$ cat config.mk
export PLATFORM = sky130hd
export DESIGN_NAME = stm_delay_framer
export DESIGN_NICKNAME = d
export VERILOG_FILES = /design/src/rtl/stm_delay_framer.sv
export SDC_FILE = /design/constraint.sdc
export NUM_CORES = 1
export LEC_CHECK = 0
export CAP_MARGIN = 20
export CORE_MARGIN = 5
export CORE_UTILIZATION = 55
export CTS_CLUSTER_DIAMETER = 50
export DETAILED_ROUTE_END_ITERATION = 12
export GPL_TIMING_DRIVEN = 0
export PLACE_DENSITY = 0.78
export SETUP_SLACK_MARGIN = 0.02
export SYNTH_ARGS = -nofsm -noshare
export SYNTH_HDL_FRONTEND = slang
export SYNTH_SLANG_ARGS = --single-unit
$ cat constraint.sdc
create_clock -name clk50 -period 29.2 [get_ports clk50]
set_clock_uncertainty 0.15 [all_clocks]
set_input_delay 5.84 -clock clk50 [delete_from_list [all_inputs] [get_ports clk50]]
set_output_delay 5.84 -clock clk50 [all_outputs]
set_load 0.02 [all_outputs]
$ cat src/rtl/stm_delay_framer.sv
// Multi-lane STM serial delay line with selectable tap plus a c4-counted frame strobe, all in clk50.
// Define FRAME_SYNC_EN to realign the frame counter on f0 falls and report off-position syncs.
module stm_delay_framer #(
    parameter  int CHANNELS    = 1,
    parameter  int DEPTH       = 384,
    parameter  int FRAME_LEN   = 25,
    parameter  int PULSE_START = 4,
    parameter  int PULSE_LEN   = 1,
    localparam int TAP_W       = $clog2(DEPTH + 1),
    localparam int CNT_W       = $clog2(FRAME_LEN)
) (
    input  logic                clk50,
    input  logic                reset,
    input  logic                stm_clk,
    input  logic [CHANNELS-1:0] stm_data,
    input  logic [TAP_W-1:0]    tap_sel,
    input  logic                c4,
    input  logic                f0,
    output logic [CHANNELS-1:0] dly_data,
    output logic                primed,
    output logic [CNT_W-1:0]    frame_cnt,
    output logic                frame_pulse,
    output logic                sync_err
);

    localparam logic [TAP_W-1:0] DEPTH_T  = TAP_W'(DEPTH);
    localparam logic [CNT_W-1:0] LAST_CNT = CNT_W'(FRAME_LEN - 1);

    // bit 0 = s1, bit 1 = s2, bit 2 = s3
    logic [2:0]          stm_clk_s;
    logic [2:0]          c4_s;
    logic [CHANNELS-1:0] data_s1;
    logic [CHANNELS-1:0] data_s2;
    logic                stm_rise;
    logic                stm_fall;
    logic                c4_rise;

    logic [DEPTH-1:0]    sr [CHANNELS];
    logic [TAP_W-1:0]    fill_cnt;
    logic [TAP_W-1:0]    eff_tap;
    logic [TAP_W-1:0]    tap_idx;
    logic [CNT_W-1:0]    next_cnt;

    always_ff @(posedge clk50 or posedge reset) begin
        if (reset) begin
            stm_clk_s <= '0;
            c4_s      <= '0;
            data_s1   <= '0;
            data_s2   <= '0;
        end else begin
            stm_clk_s <= {stm_clk_s[1:0], stm_clk};
            c4_s      <= {c4_s[1:0], c4};
            data_s1   <= stm_data;
            data_s2   <= data_s1;
        end
    end

    assign stm_rise = stm_clk_s[1] & ~stm_clk_s[2];
    assign stm_fall = ~stm_clk_s[1] & stm_clk_s[2];
    assign c4_rise  = c4_s[1] & ~c4_s[2];

    always_comb begin
        eff_tap = tap_sel;
        if (tap_sel == '0)
            eff_tap = TAP_W'(1);
        else if (tap_sel > DEPTH_T)
            eff_tap = DEPTH_T;
        tap_idx = eff_tap - 1'b1;
    end

    assign primed = (fill_cnt >= eff_tap);

    always_ff @(posedge clk50 or posedge reset) begin
        if (reset) begin
            fill_cnt <= '0;
            dly_data <= '0;
            for (int k = 0; k < CHANNELS; k++)
                sr[k] <= '0;
        end else begin
            if (stm_fall) begin
                for (int k = 0; k < CHANNELS; k++)
                    sr[k] <= {sr[k][DEPTH-2:0], data_s2[k]};
                if (fill_cnt != DEPTH_T)
                    fill_cnt <= fill_cnt + 1'b1;
            end
            if (stm_rise) begin
                for (int k = 0; k < CHANNELS; k++)
                    dly_data[k] <= sr[k][tap_idx];
            end
        end
    end

    // Strobe window may wrap past the end of the frame back to count 0.
    function automatic logic in_window(input logic [CNT_W-1:0] cnt);
        int d;
        d = int'(cnt) - PULSE_START;
        if (d < 0)
            d = d + FRAME_LEN;
        return (d < PULSE_LEN);
    endfunction

    assign next_cnt = (frame_cnt == LAST_CNT) ? '0 : frame_cnt + 1'b1;

`ifdef FRAME_SYNC_EN
    logic [2:0] f0_s;
    logic       f0_fall;

    always_ff @(posedge clk50 or posedge reset) begin
        if (reset)
            f0_s <= '0;
        else
            f0_s <= {f0_s[1:0], f0};
    end

    assign f0_fall = ~f0_s[1] & f0_s[2];

    // f0 takes priority over a coincident c4 rise; the position check uses the pre-edge count.
    always_ff @(posedge clk50 or posedge reset) begin
        if (reset) begin
            frame_cnt   <= '0;
            frame_pulse <= 1'b0;
            sync_err    <= 1'b0;
        end else begin
            sync_err <= f0_fall && (frame_cnt != LAST_CNT);
            if (f0_fall) begin
                frame_cnt   <= '0;
                frame_pulse <= in_window('0);
            end else if (c4_rise) begin
                frame_cnt   <= next_cnt;
                frame_pulse <= in_window(next_cnt);
            end
        end
    end
`else
    logic unused_f0;
    assign unused_f0 = f0;
    assign sync_err  = 1'b0;

    always_ff @(posedge clk50 or posedge reset) begin
        if (reset) begin
            frame_cnt   <= '0;
            frame_pulse <= 1'b0;
        end else if (c4_rise) begin
            frame_cnt   <= next_cnt;
            frame_pulse <= in_window(next_cnt);
        end
    end
`endif

endmodule

==> results of run 1 <==
## layout make-up
cell class,count,area share
tap,455,0.0264
multi-input combinational,1513,0.386
inverter,12,0.00278
timing repair buffer,24,0.0131
clock inverter,17,0.0119
sequential,408,0.473
clock buffer,63,0.0610
buffer,121,0.0258
## cell families (layout without fill, tap and decap cells)
group | after synthesis | in the layout | synth area share
compound gates | 80 | 80 | 0.0309
simple gates | 1284 | 1284 | 0.261
xor+xnor | 12 | 12 | 0.00549
mux | 119 | 119 | 0.126
buf+inv | 133 | 237 | 0.0318
other cells | 1 | 1 | 0.000196
fa+ha+maj | 17 | 17 | 0.0111
flops | 408 | 408 | 0.533
## sequential cells by signal, summed over array words and instances, names as in the netlist
register	cells
stm_clk_s	3
data_s2	1
dly_data	1
c4_s	3
sr	384
frame_cnt	5
fill_cnt	9
frame_pulse	1
data_s1	1
## report_power, final
| group | switching, mW | leakage (nW) | internal (mW) | total [mW] |
|---|---|---|---|---|
| logic | 0.103 | 4.90 | 0.0569 | 0.160 |
| clock network | 0.229 | 0.760 | 0.368 | 0.597 |
| registers | 0.0131 | 5.66 | 0.578 | 0.591 |
## critical path, stage by stage
cell and delay [ns]:
clkdlybuf4s50_1 0.64, nor2_1 0.14, a32o_4 0.36, ha_1 0.29, nand2b_1 0.14, a21o_1 0.17
a21o_1 0.18, a21o_1 0.18, a21o_1 0.17, a21o_1 0.17, a21o_1 0.19, a21o_1 0.18
a21o_1 0.17, clkdlybuf4s50_1 0.53
## Yosys cell counts, types with 2 or more instances
| cell type | n |
|---|---|
| clkbuf_1 | 99 |
| a22oi_1 | 17 |
| dfrtp_1 | 408 |
| nand2b_1 | 4 |
| xor2_1 | 3 |
| or4_1 | 2 |
| nor4_1 | 2 |
| ha_1 | 17 |
| a21oi_1 | 13 |
| a32oi_1 | 2 |
| xnor2_1 | 9 |
| nor2b_1 | 4 |
| o211ai_1 | 2 |
| nand2_1 | 1202 |
| or3_1 | 4 |
| mux4_2 | 98 |
| buf_4 | 3 |
| nor4b_1 | 3 |
| and2_1 | 4 |
| buf_2 | 6 |
| o32a_1 | 2 |
| buf_6 | 9 |
| mux2i_1 | 20 |
| a21o_1 | 10 |
| o31a_1 | 2 |
| a31oi_1 | 2 |
| and3_1 | 5 |
| nor2_1 | 18 |
| o21ai_0 | 12 |
| inv_1 | 11 |
| nor3_2 | 3 |
| o311a_1 | 2 |
| nand3_1 | 13 |
| buf_1 | 3 |
| nor3_1 | 4 |
| nand4_1 | 10 |
## worst paths after layout
path / start / to / slack (ns)
worst min-delay path: data_s1 / data_s2 / 0.20
max in group asynchronous: reset / sr[254] / 21.99
min in group asynchronous: reset / sr[169] / 5.49
worst max register to register: stm_clk_s[1] / sr[39] / 26.51
worst max-delay path: tap_sel[2] / primed / 13.87
worst min register to register: data_s1 / data_s2 / 0.20
## routing by layer
| metal | share of wire | GRT usage |
|---|---|---|
| met1 | 0.42 | 0.332 |
| met2 | 0.47 | 0.384 |
| met3 | 0.077 | 0.0528 |
| met4 | 0.037 | 0.0814 |
| met5 | 0 | 0 |
## metrics by stage
step	std cells	power [mW]	hold WS, ns	setup WS [ns]
after global placement	2527	0.752	0.182	7.39
after CTS	2613	1.36	0.202	13.89
final	2613	1.35	0.204	13.87
after global routing	2613	1.40	0.222	13.70
after floorplan	2054	0.706	0.181	11.86
after detailed placement	2533	0.759	0.186	13.93
==> metrics.md, run 1 <==
| Metric | Value |
|---|---|
| CTS Root Cell | `clkbuf_16` |
| CTS Buf Count | `46` |
| Clock transition at path regs | `0.05 ns` |
| Commonest non-fill, non-tap cell in the layout | `nand2_1` |
| Initial Utilization | `0.556` |
| Clock Latency Late Sink | `0.54 ns` |
| Worst R2R Path Depth | `6` |
| Post-DR vias/cell | `5.65` |
| Max transition margin | `0.179` |
| Cells resized by post-CTS repair | `0` |
| Critical path fanouts, max | `8` |
| Syn Area/Cell | `a little over 9 sq um` |
| Final Hold Viols | `0` |
| Initial DRC count | `between 1500 and 2000` |
| Number of routed nets with antenna violations | `0` |
| Largest net degree at the start of global routing | `133` |
| Total vias in the final route | `roughly 15000` |
| Period minus WS final | `15.33 ns` |
| Mapped Nets | `2086` |
| Type of the most critical hold path | `flop to flop` |
| Number of flops mapped to enable cells by yosys | `0` |
| Hpwl dp | `30100 microns` |
| CTS tree | `built` |
| Multi-input logic area | `between 8000 and 9000 sq um` |
| Cell taking the most area after synthesis | `dfrtp_1` |
| Worst EP required | `23.21 ns` |
| Initial antenna violation count | `0` |
| RSZ-0062 raised after global routing | `no` |
| Crit Path Class | `input pin to output port` |
| MaxCap Viol Count | `0` |
| Post-Syn Area | `~19000 sq um` |
| Status | `completed` |
| Layout Nets | `~2200` |
| Final Util | `0.626` |
| Seq. cell area | `approximately 10000 sq um` |
| Peak VDD IR | `roughly 0.000061 V` |
| Max Clk Rate | `65.2 MHz` |
| Clock sink total | `about 410` |
| Final GP Congestion | `0.871` |
| Synthesis-to-finish area growth | `12.7%` |
| Hold-fix buffers at CTS | `0` |
| Final wirelength | `45300 microns` |
| First-pass GRT wire length | `around 76000 microns` |
| TritonRoute pass-1 iters | `6` |
| Fraction of layout instances using a drive strength above 1 | `0.0959` |
| # fillers | `~2600` |
| Port buffer count | `18` |
| Synth Instances | `approximately 2100` |
| DRC viols | `0` |
| Slew @ Worst Pin | `1.23 ns` |
| H-tree level count | `2` |
| Final Max Slew Viols | `0` |
| Register bit total from synthesis | `408` |
| Asr flop ratio synth | `1.00` |
| Final Cell Area | `21600 sq um` |
| Worst EP arrival | `approximately 9.3 ns` |
| Maximum buffer depth of the clock tree | `3` |
| Leakage | `11.3 nW` |
| Synth top area share | `0.533` |
| Post-CTS setup buffer count | `0` |
| Die Height | `approximately 200 microns` |
| Type of origin of the critical path | `input pin` |
| Crit end category | `output port` |
| Antenna cells | `0` |
| Most frequent cells in the layout | `nand2_1, dfrtp_1, clkbuf_1` |
| Setup-failing EPs final | `0` |
| Tcrit/Tclk final | `0.525` |
| Area contributors post-synth | `dfrtp_1, nand2_1, mux4_2` |
| Core Footprint | `34500 sq um` |
| Die ar. | `between 30000 and 40000 sq um` |
| DR WL/cell | `around 17 microns` |
| GRT Total Usage | `0.240` |
| PwrDens | `62.4 nW/um^2` |
| Placed cell area | `roughly 20000 sq um` |
| Register area share after synthesis | `0.533` |
| Worst hold stages | `0` |
| Synthesis warning total | `0` |
| Post-synthesis cell type count | `62` |
| # IOs | `24` |
| Top_reg_cell synth | `dfrtp_1` |
| Setup TNS | `0 ns` |
| Vias in the first global route | `14600` |
| Core Rows | `68` |
| Total gr overflow | `0` |
| Die width | `197 microns` |
No activity file was read; power rests on OpenSTA's default activity.
==> run 2, diff against run 1 <==
Settings changed: PLACE_DENSITY 0.78 to 0.81.
Clock period 29.2 ns to 13.2 ns, I/O delays scaled along.
==> run 2 against run 1 <==
Compared with the run above:
- sequential cell count unchanged
- critical path depth stayed put
- worst hold slack about the same
- critical endpoint unchanged
==> metrics.md, run 2 (synthesis gave the netlist of run 1 again) <==
| Metric | Value |
|---|---|
| Delay-heaviest family, CP | `compound AO/OA/AOI/OAI gates (unchanged)` |
| Placed cell area | `20100 sq um (was 20000 sq um)` |
| Antenna cells | `0 (unchanged)` |
| CTS tree | `built (unchanged)` |
| Maximum buffer depth of the clock tree | `3 (unchanged)` |
| Leakage | `11.4 nW (was 11.3 nW)` |
| Final GP Congestion | `0.873 (was 0.871)` |
| Final Hold Viols | `0 (unchanged)` |
| Period minus WS final | `about 8.9 ns` |
| DRC viols | `0 (unchanged)` |
| Final Cell Area | `21700 sq um (was 21600 sq um)` |
| Largest net degree at the start of global routing | `46 (was 133)` |
| Worst path bufs/invs | `2 (unchanged)` |
| Post-CTS setup buffer count | `0 (unchanged)` |
| Reg power frac | `0.435 (was 0.438)` |
| H-tree level count | `2 (unchanged)` |
| Gate power share | `0.119 (about the same)` |
| Int Pwr | `2.23 mW (was 1.00 mW)` |
| Worst EP arrival | `6.12 ns (was 9.34 ns)` |
| Switching fraction of total power | `0.257 (was 0.256)` |
| Routed length on met1 | `18900 microns (was 18800 microns)` |
| Core Rows | `68 (unchanged)` |
| Largest regs | `sr (384), fill_cnt (9), frame_cnt (5) (unchanged)` |
| Port buffer count | `18 (unchanged)` |
| Core Footprint | `34500 sq um (unchanged)` |
| Type of the most critical hold path | `flop to flop (unchanged)` |
| Worst stage delay on the critical path | `0.65 ns (was 0.64 ns)` |
| Setup TNS | `0 ns (unchanged)` |
| Die ar. | `38600 sq um (unchanged)` |
| Clock Latency Late Sink | `0.56 ns (was 0.54 ns)` |
| Layout Nets | `2163 (was 2158)` |
| Hpwl dp | `31700 microns (was 30100 microns)` |
| Synthesis-to-finish area growth | `13.4% (was 12.7%)` |
| PwrDens | `138 nW/um^2 (was 62.4 nW/um^2)` |
| Met2 wire len | `23200 microns (was 21300 microns)` |
| Total vias in the final route | `15100 (was 14800)` |
| Initial Utilization | `0.556 (unchanged)` |
| Most frequent cells in the layout | `nand2_1, dfrtp_1, clkbuf_1 (unchanged)` |
| Clock transition at path regs | `0.06 ns (was 0.05 ns)` |
| Clock sink total | `408 (unchanged)` |
| DR WL/cell | `18.2 microns (was 17.4 microns)` |
| Status | `completed (unchanged)` |
| Critical path fanouts, max | `7 (was 8)` |
| GRT Total Usage | `0.249 (was 0.240)` |
| Max transition margin | `0.186 (was 0.179)` |
| Max layer used | `met4 (unchanged)` |
| Worst EP required | `10.41 ns (was 23.21 ns)` |
| Crit end category | `output port (unchanged)` |
| Initial DRC count | `1679 (was 1602)` |
| Die width | `197 microns (unchanged)` |
| Total gr overflow | `0 (unchanged)` |
| Tcrit/Tclk final | `0.675` |
| MaxCap Viol Count | `0 (unchanged)` |
| Crit-path cells | `clkdlybuf4s50_1 > nand2_1 > a32o_4 > ha_1 > nand2b_1 > a21o_1 > a21o_1 > a21o_1 > a21o_1 > a21o_1 > a21o_1 > a21o_1 > a21o_1 > clkdlybuf4s50_1 (was clkdlybuf4s50_1 > nor2_1 > a32o_4 > ha_1 > nand2b_1 > a21o_1 > a21o_1 > a21o_1 > a21o_1 > a21o_1 > a21o_1 > a21o_1 > a21o_1 > clkdlybuf4s50_1)` |
| Commonest non-fill, non-tap cell in the layout | `nand2_1 (unchanged)` |
| Fraction of layout instances using a drive strength above 1 | `0.0984 (was 0.0959)` |
| Register with the most flip-flops | `sr (unchanged)` |
| Initial antenna violation count | `0 (unchanged)` |
| Die Height | `197 microns (unchanged)` |
| WL met3 | `3690 microns (was 3510 microns)` |
| Final wirelength | `47600 microns (was 45300 microns)` |
| Setup-failing EPs final | `0 (unchanged)` |
| Type of origin of the critical path | `input pin (unchanged)` |
| Slowest-stage cell, CP | `clkdlybuf4s50_1 (unchanged)` |
| Max FFs per register | `384 (unchanged)` |
| CTS Root Cell | `clkbuf_16 (unchanged)` |
| Crit Path Class | `input pin to output port (unchanged)` |
| Cells resized by post-CTS repair | `0 (unchanged)` |
| Clock power share | `0.446 (was 0.443)` |
| Vias in the first global route | `15100 (was 14600)` |
| Number of routed nets with antenna violations | `0 (unchanged)` |
| NetSw | `774 uW (was 345 uW)` |
| Max Clk Rate | `112 MHz` |
| Post-DR vias/cell | `5.75 (was 5.65)` |
| # IOs | `24 (unchanged)` |
| CTS Buf Count | `46 (unchanged)` |
| Final Max Slew Viols | `0 (unchanged)` |
| Peak VDD IR | `0.000130 V (was 0.0000609 V)` |
| TritonRoute pass-1 iters | `8 (was 6)` |
| Hold-fix buffers at CTS | `0 (unchanged)` |
| First-pass GRT wire length | `78500 microns (was 75600 microns)` |
| Slew @ Worst Pin | `1.22 ns (was 1.23 ns)` |
| RSZ-0062 raised after global routing | `no (unchanged)` |
| Crit path top cell by count | `a21o_1 (unchanged)` |
[run 2: through the flow]
step / std cells / hold WS [ns] / util / worst slack, ns / power [mW]
finish: 2620 / 0.204 / 0.630 / 4.29 / 3.00
CTS: 2620 / 0.209 / 0.630 / 4.28 / 3.02
floorplan: 2054 / 0.181 / - / 4.91 / 1.56
detailed placement: 2538 / 0.192 / 0.584 / 4.31 / 1.68
global placement: 2527 / 0.184 / 0.578 / 2.48 / 1.66
global route: 2620 / 0.212 / 0.630 / 4.12 / 3.11
[run 2: layout make-up]
class	count	area [sq um]
fillers	2598	12700
flip-flops and latches	408	10200
multi-input cells	1513	8330
clock buffers	67	1380
well taps	455	569
plain buffers	121	557
repair buffers	29	388
clock inverters	15	220
inverters	12	56.3
[run 2: power groups by stage]
| stage | clock (mW) | combinational (mW) | sequential [mW] |
|---|---|---|---|
| 5_1_grt | 1.41 | 0.390 | 1.31 |
| 4_1_cts | 1.36 | 0.356 | 1.31 |
| 3_3_place_gp | 0 | 0.334 | 1.33 |
| 6_report | 1.34 | 0.357 | 1.31 |
| 2_1_floorplan | 0 | 0.228 | 1.33 |
| 3_5_place_dp | 0 | 0.353 | 1.33 |
[run 2: worst register-to-register path: cells and delay by family (launching register included)]
family | cells | cell delay [ns]
AND/OR/NAND/NOR | 3 | 0.37
flip-flops | 1 | 0.38
buffers and inverters | 3 | 1.75
[run 2: routing by layer]
metal / up-vias / GRT usage
met5: - / 0
met4: 0 / 0.0881
met3: 134 / 0.0521
met2: 604 / 0.412
met1: 7514 / 0.332
li1: 6822 / -
[run 2: path summary, 6_finish.rpt]
path / start / endpoint / slack (ns) / cells after the start
max reg2reg: stm_clk_s[1] / sr[370] / 10.50 / 6
min reg2reg: data_s1 / data_s2 / 0.20 / 0
min in group asynchronous: reset / c4_s[0] / 2.43 / 2
min: data_s1 / data_s2 / 0.20 / 0
max in group asynchronous: reset / sr[176] / 8.69 / 7
max: tap_sel[7] / primed / 4.29 / 14
